### config.mk
export PLATFORM = sky130hd
export DESIGN_NAME = vaddsub_issue
export DESIGN_NICKNAME = d
export VERILOG_FILES = /design/src/rtl/vaddsub_issue.sv
export SDC_FILE = /design/constraint.sdc
export NUM_CORES = 1
export LEC_CHECK = 0
export ABC_AREA = 1
export CAP_MARGIN = 0
export CORE_AREA = 3 3 306 308
export CTS_CLUSTER_SIZE = 8
export DETAILED_ROUTE_END_ITERATION = 8
export DIE_AREA = 0 0 309 311
export PLACE_DENSITY = 0.54
export RECOVER_POWER = 100
export SYNTH_ARGS = -nofsm -noshare
export SYNTH_HDL_FRONTEND = slang
export SYNTH_SLANG_ARGS = --single-unit
### constraint.sdc
create_clock -name clk -period 19 [get_ports clk]
set_input_delay 3.8 -clock clk [delete_from_list [all_inputs] [get_ports clk]]
set_output_delay 3.8 -clock clk [all_outputs]
set_load 0.02 [all_outputs]
### src/rtl/vaddsub_issue.sv
// Two-stage issue stage for vector add/sub: decode into S1, capture the external adder result in S2.
// Optional VADDSUB_MASK_EN adds per-element mask (in_vm) and old-destination (in_vd) merging.
`ifndef VLEN
`define VLEN 128
`endif

module vaddsub_issue #(
    parameter int VLEN_P = `VLEN
) (
    input  logic                clk,
    input  logic                reset,
    input  logic                in_valid,
    output logic                in_ready,
    input  logic [1:0]          in_op,
    input  logic [2:0]          in_sew,
    input  logic [VLEN_P-1:0]   in_vs1,
    input  logic [VLEN_P-1:0]   in_vs2,
`ifdef VADDSUB_MASK_EN
    input  logic [VLEN_P/8-1:0] in_vm,
    input  logic [VLEN_P-1:0]   in_vd,
`endif
    output logic                add_ctrl,
    output logic                add_sew_16_32,
    output logic                add_sew_32,
    output logic [VLEN_P-1:0]   add_a,
    output logic [VLEN_P-1:0]   add_b,
    input  logic [VLEN_P-1:0]   add_sum,
    output logic                out_valid,
    input  logic                out_ready,
    output logic [VLEN_P-1:0]   out_data,
    output logic                out_err,
    output logic [15:0]         op_count
);

    localparam int NBYTES = VLEN_P / 8;

    logic              s1_valid, s1_ready, s1_ctrl, s1_sew_16_32, s1_sew_32, s1_err;
    logic [VLEN_P-1:0] s1_a, s1_b;
    logic              s2_valid, s2_ready, s2_err;
    logic [VLEN_P-1:0] s2_data;

    logic              dec_ctrl, dec_sew_16_32, dec_sew_32, dec_err;
    logic [VLEN_P-1:0] dec_a, dec_b;
    logic [VLEN_P-1:0] merged;

    assign s2_ready = !s2_valid || out_ready;
    assign s1_ready = !s1_valid || s2_ready;
    assign in_ready = s1_ready;

    // Illegal requests still flow through, but with zeroed operands and the error flag set.
    always_comb begin
        dec_ctrl      = 1'b0;
        dec_sew_16_32 = 1'b0;
        dec_sew_32    = 1'b0;
        dec_a         = in_vs2;
        dec_b         = in_vs1;
        dec_err       = (in_op == 2'b11) || (in_sew > 3'b010);
        case (in_op)
            2'b01:   dec_ctrl = 1'b1;
            2'b10: begin
                dec_ctrl = 1'b1;
                dec_a    = in_vs1;
                dec_b    = in_vs2;
            end
            default: dec_ctrl = 1'b0;
        endcase
        case (in_sew)
            3'b001:  dec_sew_16_32 = 1'b1;
            3'b010: begin
                dec_sew_16_32 = 1'b1;
                dec_sew_32    = 1'b1;
            end
            default: dec_sew_16_32 = 1'b0;
        endcase
        if (dec_err) begin
            dec_ctrl      = 1'b0;
            dec_sew_16_32 = 1'b0;
            dec_sew_32    = 1'b0;
            dec_a         = '0;
            dec_b         = '0;
        end
    end

`ifdef VADDSUB_MASK_EN
    logic [NBYTES-1:0] s1_vm;
    logic [VLEN_P-1:0] s1_vd;
    logic [NBYTES-1:0] byte_en, en8, en16, en32;

    // Spread each element's mask bit across the bytes of that element for every sew.
    for (genvar j = 0; j < NBYTES; j++) begin : g_byte
        assign en8[j]  = s1_vm[j];
        assign en16[j] = s1_vm[j/2];
        assign en32[j] = s1_vm[j/4];
        assign merged[j*8 +: 8] = byte_en[j] ? add_sum[j*8 +: 8] : s1_vd[j*8 +: 8];
    end

    assign byte_en = s1_sew_32 ? en32 : (s1_sew_16_32 ? en16 : en8);

    always_ff @(posedge clk or posedge reset) begin
        if (reset) begin
            s1_vm <= '0;
            s1_vd <= '0;
        end else if (s1_ready && in_valid) begin
            s1_vm <= in_vm;
            s1_vd <= in_vd;
        end
    end
`else
    assign merged = add_sum;
`endif

    always_ff @(posedge clk or posedge reset) begin
        if (reset) begin
            s1_valid     <= 1'b0;
            s1_ctrl      <= 1'b0;
            s1_sew_16_32 <= 1'b0;
            s1_sew_32    <= 1'b0;
            s1_err       <= 1'b0;
            s1_a         <= '0;
            s1_b         <= '0;
        end else if (s1_ready) begin
            s1_valid <= in_valid;
            if (in_valid) begin
                s1_ctrl      <= dec_ctrl;
                s1_sew_16_32 <= dec_sew_16_32;
                s1_sew_32    <= dec_sew_32;
                s1_err       <= dec_err;
                s1_a         <= dec_a;
                s1_b         <= dec_b;
            end
        end
    end

    // The adder sees nothing unless S1 holds a live request.
    assign add_ctrl      = s1_valid & s1_ctrl;
    assign add_sew_16_32 = s1_valid & s1_sew_16_32;
    assign add_sew_32    = s1_valid & s1_sew_32;
    assign add_a         = s1_valid ? s1_a : '0;
    assign add_b         = s1_valid ? s1_b : '0;

    always_ff @(posedge clk or posedge reset) begin
        if (reset) begin
            s2_valid <= 1'b0;
            s2_data  <= '0;
            s2_err   <= 1'b0;
        end else if (s2_ready) begin
            s2_valid <= s1_valid;
            if (s1_valid) begin
                s2_data <= s1_err ? '0 : merged;
                s2_err  <= s1_err;
            end
        end
    end

    always_ff @(posedge clk or posedge reset) begin
        if (reset) begin
            op_count <= '0;
        end else if (s2_valid && out_ready) begin
            op_count <= op_count + 16'd1;
        end
    end

    assign out_valid = s2_valid;
    assign out_data  = s2_data;
    assign out_err   = s2_err;

endmodule

## Word-level counts from Yosys, hierarchy flattened

Index checks and enable logic that the tools add are counted.

| storage, ports and cells | value |
|---|---|
| output and inout port bits | 406 |
| bits of input ports | 393 |
| logic and storage cells | 44 |
| bits in registers | 407 |

| cells by class | value |
|---|---|
| magnitude comparators | 1 |
| add/sub/neg operators | 1 |
| equal/unequal tests | 5 |
| muxes and demuxes | 13 |
| reductions and logical operators | 10 |
| bitwise gates (word level) | 3 |

Operators by type and width:

| operator | number |
|---|---|
| 128-bit two-way mux | 7 |
| 16-bit by 1-bit adder with 16-bit output, second input constant | 1 |
| 1-bit two-way mux | 6 |
| 2-bit == test, second input constant | 2 |
| 2-bit AND reduction | 2 |
| 2-bit OR reduction | 2 |
| 1-bit AND | 3 |
| 3-bit by 1-bit == test with 1-bit output, second input constant | 1 |
| 3-bit by 2-bit == test with 1-bit output, second input constant | 1 |
| 3-bit by 2-bit > comparator with 1-bit output, second input constant | 1 |
| 1-bit logical OR | 3 |
| 2-bit by 1-bit == test with 1-bit output, second input constant | 1 |
| 1-bit zero test | 2 |
| 1-bit logical AND | 1 |

## Depth between registers and ports, before layout

Gate-level depths: netlist (run 1).

| logic depth | value |
|---|---|
| depth in word-level cells | 4 |
| gate-level depth with buffers | 9 |
| gate-level depth less buffers | 7 |

## Least setup slack after synthesis (run 1)

Ideal clock, no wire load.

| path | value |
|---|---|
| path kind | in2out |
| start | in out_ready |
| end | out in_ready |
| data required time | 15.200 ns |
| stages | 2 |
| arrival time | 4.004 ns |
| buffers on the path | 0 |
| slack | 11.196 ns |
| path through | inv_1 -> nand3_4 |

| between the ends | value |
|---|---|
| longest elaborated chain between the ends | 2 |

Ends and longest elaborated chain:

| what | line | text |
|---|---|---|
| from (decl) | 29 | `input logic out_ready,` |
| 1-bit logical OR | 46 | `assign s2_ready = !s2_valid \|\| out_ready;` |
| 1-bit logical OR | 47 | `assign s1_ready = !s1_valid \|\| s2_ready;` |
| to (decl) | 13 | `output logic in_ready,` |

No other way between the ends.

==> run_results.csv, run 1 <==
group,metric,value,unit
die,die_width,309,microns
placement,numPortBuffers,798,
critical_path,critPathKind,"input pin to asynchronous set/reset pin",
critical_path,required,18850,ps
placement,gp_congestion,0.8274,
critical_path,cp.arrival,11560,ps
min_path,hold_path.class,"register to register",
grt,grt_pass1_wl,118600,microns
synthesis,ys_seq_elements,407,
synthesis,synthDistinctLibCells,24,
die,boundaryPins,799,
synthesis,synth_area_leaders,"dfrtp_1 (52%), nand2_1 (13%), inv_1 (7.7%)",
flow_run,drv_cap,12,
clock_tree,path_clk_slew,50,ps
sta,worstMarginPinSlew,4243,ps
synthesis,syn_inst,2493,
die,fp.coreArea,0.09139,sq mm
sta,drv_slew,807,
power_and_ir_drop,power_frac_comb,24.7,%
cells_and_area,final_util,32.75,%
die,die_area,0.09610,sq mm
clock_tree,post_cts_resized,0,
clock_tree,cts_buffers,57,
cells_and_area,layout_common_cells,"nand2_1 (692), dfrtp_1 (407), dlygate4sd3_1 (405)",
power_and_ir_drop,netSwitchingPower,838.2,uW
critical_path,cp-end-kind,"asynchronous set/reset pin",
cells_and_area,layout-drive-gt1-share,2.342,%
synthesis,seq_area_frac_synth,51.83,%
grt,antenna_found_initial,10,
die,dieHeight,311,microns
sta,period_needed,11710,ps
critical_path,setup.worst_path.start_class,"input pin",
sta,period_share,61.65,%
critical_path,worstPathMaxFanout,90,
grt,grt_overflow,0,
critical_path,r2r_setup_slack,9520,ps
clock_tree,clk_latency,600,ps
clock_tree,cts_buffer_depth,3,
power_and_ir_drop,clkPwrFrac,35.3,%
drt,drt_iter0_drc,1225,
die,initial_core_util,21.50,%
power_and_ir_drop,netSwitchingFraction,32.09,%
cells_and_area,nNetsFinal,3593,
cells_and_area,area_growth,52.30,%
drt,drt_wl_total,79520,microns
synthesis,syn_area,0.01965,sq mm
power_and_ir_drop,leakage,16.03,nW
drt,routed-via-count,18680,
synthesis,yosysWarningCount,0,
grt,grt_usage,15.95,%
sta,setup_violations,0,
sta,fmax,85.37,MHz
sta,finalHoldViolations,0,
power_and_ir_drop,peakVddDrop,75.68,uV
drt,drc,0,
grt,grt_max_degree,225,
power_and_ir_drop,power_frac_seq,40.0,%
power_and_ir_drop,p_int,1.774,mW
die,rows,111,
sta,rsz0062_at_grt,"no",
synthesis,synth_nets,2889,
synthesis,yosysTopAreaCell,"dfrtp_1",
drt,avgViaCountPerCell,4.252,
clock_tree,cts_tree,"built",
drt,ant_nets,0,
synthesis,syn_avg_cell_area,7.882,sq um
sta,max_slew_margin,-184.4,%
placement,place_hpwl,57200,microns
clock_tree,post_cts_buffers,0,
sta,fin_skew,16.78,ps
drt,wl_per_cell,18.11,microns
clock_tree,cts-root-buf,"clkbuf_16",
sta,tns,0,ps
clock_tree,cts_sinks,407,
run_status,outcome,"complete, but fails checks",
power_and_ir_drop,power.density,87.29,mW/mm^2
clock_tree,htreeDepth,2,
clock_tree,cts_hold_buf,0,
cells_and_area,final_common_cell,"nand2_1",
drt,first_pass_iters,5,
run_status,violations,"max-capacitance violations, max-slew violations",
synthesis,synth_top_area_share,51.83,%
grt,grt_pass1_vias,18480,
power groups by stage:
stage                     Clock, mW  Combinational [mW]  Sequential (mW)
final                         0.922               0.646             1.04
after global routing          0.990               0.706             1.06
after CTS                     0.959               0.700             1.05
after detailed placement          0               0.697             1.06
after global placement            0               0.695             1.06
after floorplan                   0               0.290             1.09
flip-flops by register name (all words and copies together), names as in the netlist:
| register | cells |
|---|---|
| s1_b | 128 |
| out_valid | 1 |
| s1_sew_32 | 1 |
| out_err | 1 |
| s1_a | 128 |
| s1_ctrl | 1 |
| s1_err | 1 |
| op_count | 16 |
| s1_valid | 1 |
| s1_sew_16_32 | 1 |
| out_data | 128 |
critical path: stages:
cell and delay, ps:
dlygate4sd3_1 550, clkinvlp_2 2350, clkbuf_1 1950, clkbuf_1 2700
path summary, 6_finish.rpt:
check	end	depth (start not counted)	start
worst max register to register	s1_a[22]	7	s1_valid
worst min register to register	s1_b[2]	2	s1_b[2]
max in group clk	s1_a[22]	8	out_ready
worst min-delay path	s1_b[2]	2	s1_b[2]
min in group asynchronous	s1_a[9]	2	reset
worst max-delay path	s1_b[65]	4	reset
synth_stat cells:
library cell  number
a22o_1           128
buf_4             12
ha_1               3
nor3_1             1
nand3_1            7
nand3_4            1
o21bai_1           1
nand3b_1           5
nand2_1          691
inv_1            404
xor2_1             6
clkbuf_1          53
dfrtp_1          407
nand4_1            2
o21ai_0          157
a21oi_1          129
buf_6              6
buf_2             99
nand2_4            1
nor2_1           144
o21ai_1          232
xnor2_1            2
nor2_4             1
inv_2              1
cell type report:
cell class / instances / area (sq um)
Fill cell: 9701 / 61460
Sequential cell: 407 / 10180
Timing Repair Buffer: 815 / 8123
Multi-Input combinational cell: 1511 / 7086
Inverter: 405 / 1529
Tap cell: 1186 / 1484
Clock buffer: 60 / 1438
Clock inverter: 5 / 76.32
Antenna cell: 3 / 7.507
routing by layer:
| metal | vias up | track usage, % | routed length (microns) |
|---|---|---|---|
| li1 | 9198 | - | - |
| met1 | 8776 | 18.49 | 31070 |
| met2 | 591 | 27.82 | 39310 |
| met3 | 98 | 5.588 | 7090 |
| met4 | 12 | 4.169 | 1969 |
| met5 | - | 0 | 86 |
logic make-up after synthesis:
logic type | after synthesis | synth area share [%]
AO/OA/AOI/OAI | 647 | 18.94
XOR/XNOR | 8 | 0.3566
adder cells (fa/ha/maj) | 3 | 0.1910
buffers and inverters | 575 | 12.07
flip-flops | 407 | 51.83
AND/OR/NAND/NOR | 853 | 16.61
through the flow:
step           hold slack [ps]  setup WS (ps)  instance area (sq um)  instances  power [mW]
5_1_grt                  501.4           5658                  29920       4389       2.752
4_1_cts                  487.0          10000                  30000       4389       2.706
2_1_floorplan            449.3           3877                  19650       2493       1.385
6_report                 479.5           7286                  29930       4392       2.612
3_5_place_dp             472.9          10010                  28490       4324       1.756
3_3_place_gp             466.4          10020                  28490       4324       1.753
Power figures use the tool's default switching activity.
==> inputs of run 2 (changes only) <==
--- a/config.mk
+++ b/config.mk
@@ -7,10 +7,10 @@
 export LEC_CHECK = 0
 export ABC_AREA = 1
 export CAP_MARGIN = 0
-export CORE_AREA = 3 3 306 308
+export CORE_AREA = 3 3 311 313
 export CTS_CLUSTER_SIZE = 8
 export DETAILED_ROUTE_END_ITERATION = 8
-export DIE_AREA = 0 0 309 311
+export DIE_AREA = 0 0 314 316
 export PLACE_DENSITY = 0.54
 export RECOVER_POWER = 100
 export SYNTH_ARGS = -nofsm -noshare
==> constraint.sdc (replaced) <==
create_clock -name clk -period 10.46 [get_ports clk]
set_input_delay 2.092 -clock clk [delete_from_list [all_inputs] [get_ports clk]]
set_output_delay 2.092 -clock clk [all_outputs]
set_load 0.02 [all_outputs]
==> run_results.csv, run 2 (same netlist as run 1, synthesis figures left out) <==
group,metric,value,unit
power_and_ir_drop,power_frac_seq,39.4,%
cells_and_area,final_util,31.88,%
drt,dr_wl_met3,7162,microns
critical_path,critical_path.max_stage_delay,2090,ps
sta,fmax,137.8,MHz
clock_tree,cts_hold_buf,0,
cells_and_area,area_growth,53.45,%
power_and_ir_drop,netSwitchingFraction,31.84,%
clock_tree,cts_buffer_depth,3,
critical_path,crit_chain,"dlygate4sd3_1, inv_1, nand3_1, nand2_1, nor2_1, inv_8, buf_4, o21ai_0",
flow_run,drv_cap,7,
drt,drt_iter0_drc,1180,
cells_and_area,final_common_cell,"nand2_1",
cells_and_area,finalNonFillerCells,4480,
critical_path,setup.worst_path.start_class,"input pin",
die,die_width,314,microns
power_and_ir_drop,p_int,3.285,mW
sta,setup_ws,3202,ps
clock_tree,cts_sinks,407,
sta,period_needed,7258,ps
cells_and_area,layout-drive-gt1-share,2.618,%
critical_path,crit_family,"simple AND/OR/NAND/NOR gates",
sta,period_share,69.39,%
power_and_ir_drop,peakVddDrop,123.6,uV
placement,numPortBuffers,798,
clock_tree,path_clk_slew,50,ps
drt,drt_wl_total,80140,microns
placement,place_hpwl,57450,microns
die,initial_core_util,20.77,%
critical_path,slowest_stage,"nand2_1",
min_path,hold_path.class,"register to register",
die,dieHeight,316,microns
drt,routed-via-count,18850,
power_and_ir_drop,netSwitchingPower,1.535,mW
die,fp.coreArea,0.09459,sq mm
grt,grt_usage,15.53,%
die,boundaryPins,799,
critical_path,critPathKind,"input pin to register",
drt,drc,0,
clock_tree,clk_latency,630,ps
clock_tree,cts_tree,"built",
clock_tree,post_cts_resized,0,
critical_path,worstPathMaxFanout,99,
grt,grt_max_degree,213,
placement,placed_cell_area,0.02859,sq mm
sta,rsz0062_at_grt,"no",
sta,hold_slack,477.1,ps
power_and_ir_drop,leakage,16.10,nW
die,rows,113,
drt,top_layer_used,"met5",
critical_path,cp.arrival,7720,ps
grt,grt_pass1_wl,117900,microns
die,die_area,0.09922,sq mm
grt,grt_pass1_vias,18200,
cells_and_area,layout_common_cells,"nand2_1 (692), dfrtp_1 (407), dlygate4sd3_1 (405)",
drt,avgViaCountPerCell,4.208,
placement,gp_congestion,0.8377,
cells_and_area,nNetsFinal,3592,
sta,finalHoldViolations,0,
sta,tns,0,ps
cells_and_area,final_area,0.03015,sq mm
power_and_ir_drop,power.density,159.8,mW/mm^2
power_and_ir_drop,finalPower,4.819,mW
drt,routedLengthMet1,31990,microns
sta,max_slew_margin,-88.47,%
run_status,outcome,"complete, but fails checks",
sta,worstMarginPinSlew,2827,ps
drt,first_pass_iters,5,
grt,antenna_found_initial,14,
clock_tree,htreeDepth,2,
clock_tree,post_cts_buffers,0,
grt,grt_overflow,0,
drt,met2_length,38750,microns
power_and_ir_drop,power_frac_comb,24.4,%
placement,place_ws,4752,ps
critical_path,worst-path-buf-inv,4,
sta,setup_violations,0,
critical_path,required,10920,ps
sta,drv_slew,393,
power_and_ir_drop,clkPwrFrac,36.2,%
placement,post-place-cells,4401,
clock_tree,cts_buffers,58,
sta,fin_skew,24.42,ps
drt,ant_nets,0,
run_status,violations,"max-capacitance violations, max-slew violations",
clock_tree,cts-root-buf,"clkbuf_16",
drt,wl_per_cell,17.89,microns
critical_path,cp-end-kind,"register",
-- run 2: cell types whose count changed in the layout (fill, tap and decap cells not counted), sizes merged --
cell    change
clkbuf      +4
diode       +4
buf         +3
clkinv      -1
inv         -1
-- run 2: metal layers --
layer	GRT usage, %	vias up
met3	5.637	107
met1	18.54	8872
met5	0	-
li1	-	9206
met4	4.665	8
met2	26.14	661
-- run 2: worst register-to-register path: cells and delay by family (launching register included) --
kind / cells / cell delay (ps)
buffers and inverters: 1 / 1580
and+or+nand+nor: 2 / 3420
DFF: 1 / 1690
AOI/OAI and AO/OA: 1 / 350
-- run 2: power by group through the flow --
stage	combinational, mW	sequential, mW	clock [mW]
2_1_floorplan	0.527	1.99	0
3_3_place_gp	1.26	1.93	0
3_5_place_dp	1.27	1.93	0
4_1_cts	1.28	1.91	1.81
5_1_grt	1.29	1.92	1.87
6_report	1.18	1.90	1.75
-- run 2: worst paths after layout --
kind	startpoint	endpoint	slack, ps	depth (start not counted)
hold / removal	s1_b[16]	s1_b[16]	480	2
hold reg to reg	s1_b[16]	s1_b[16]	480	2
setup reg to reg	s1_valid	out_data[65]	3340	4
min in group asynchronous	reset	s1_a[9]	2420	2
max in group asynchronous	reset	s1_b[69]	4390	4
setup / recovery	out_ready	s1_a[43]	3200	8
-- run 2: area by class of cell --
cell class	count	area, sq um
fill	9992	64430
sequential	407	10180
timing repair buffer	813	8153
multi-input combinational	1511	7086
tap	1265	1583
clock buffer	69	1564
inverter	405	1529
clock inverter	3	37.54
antenna	7	17.52
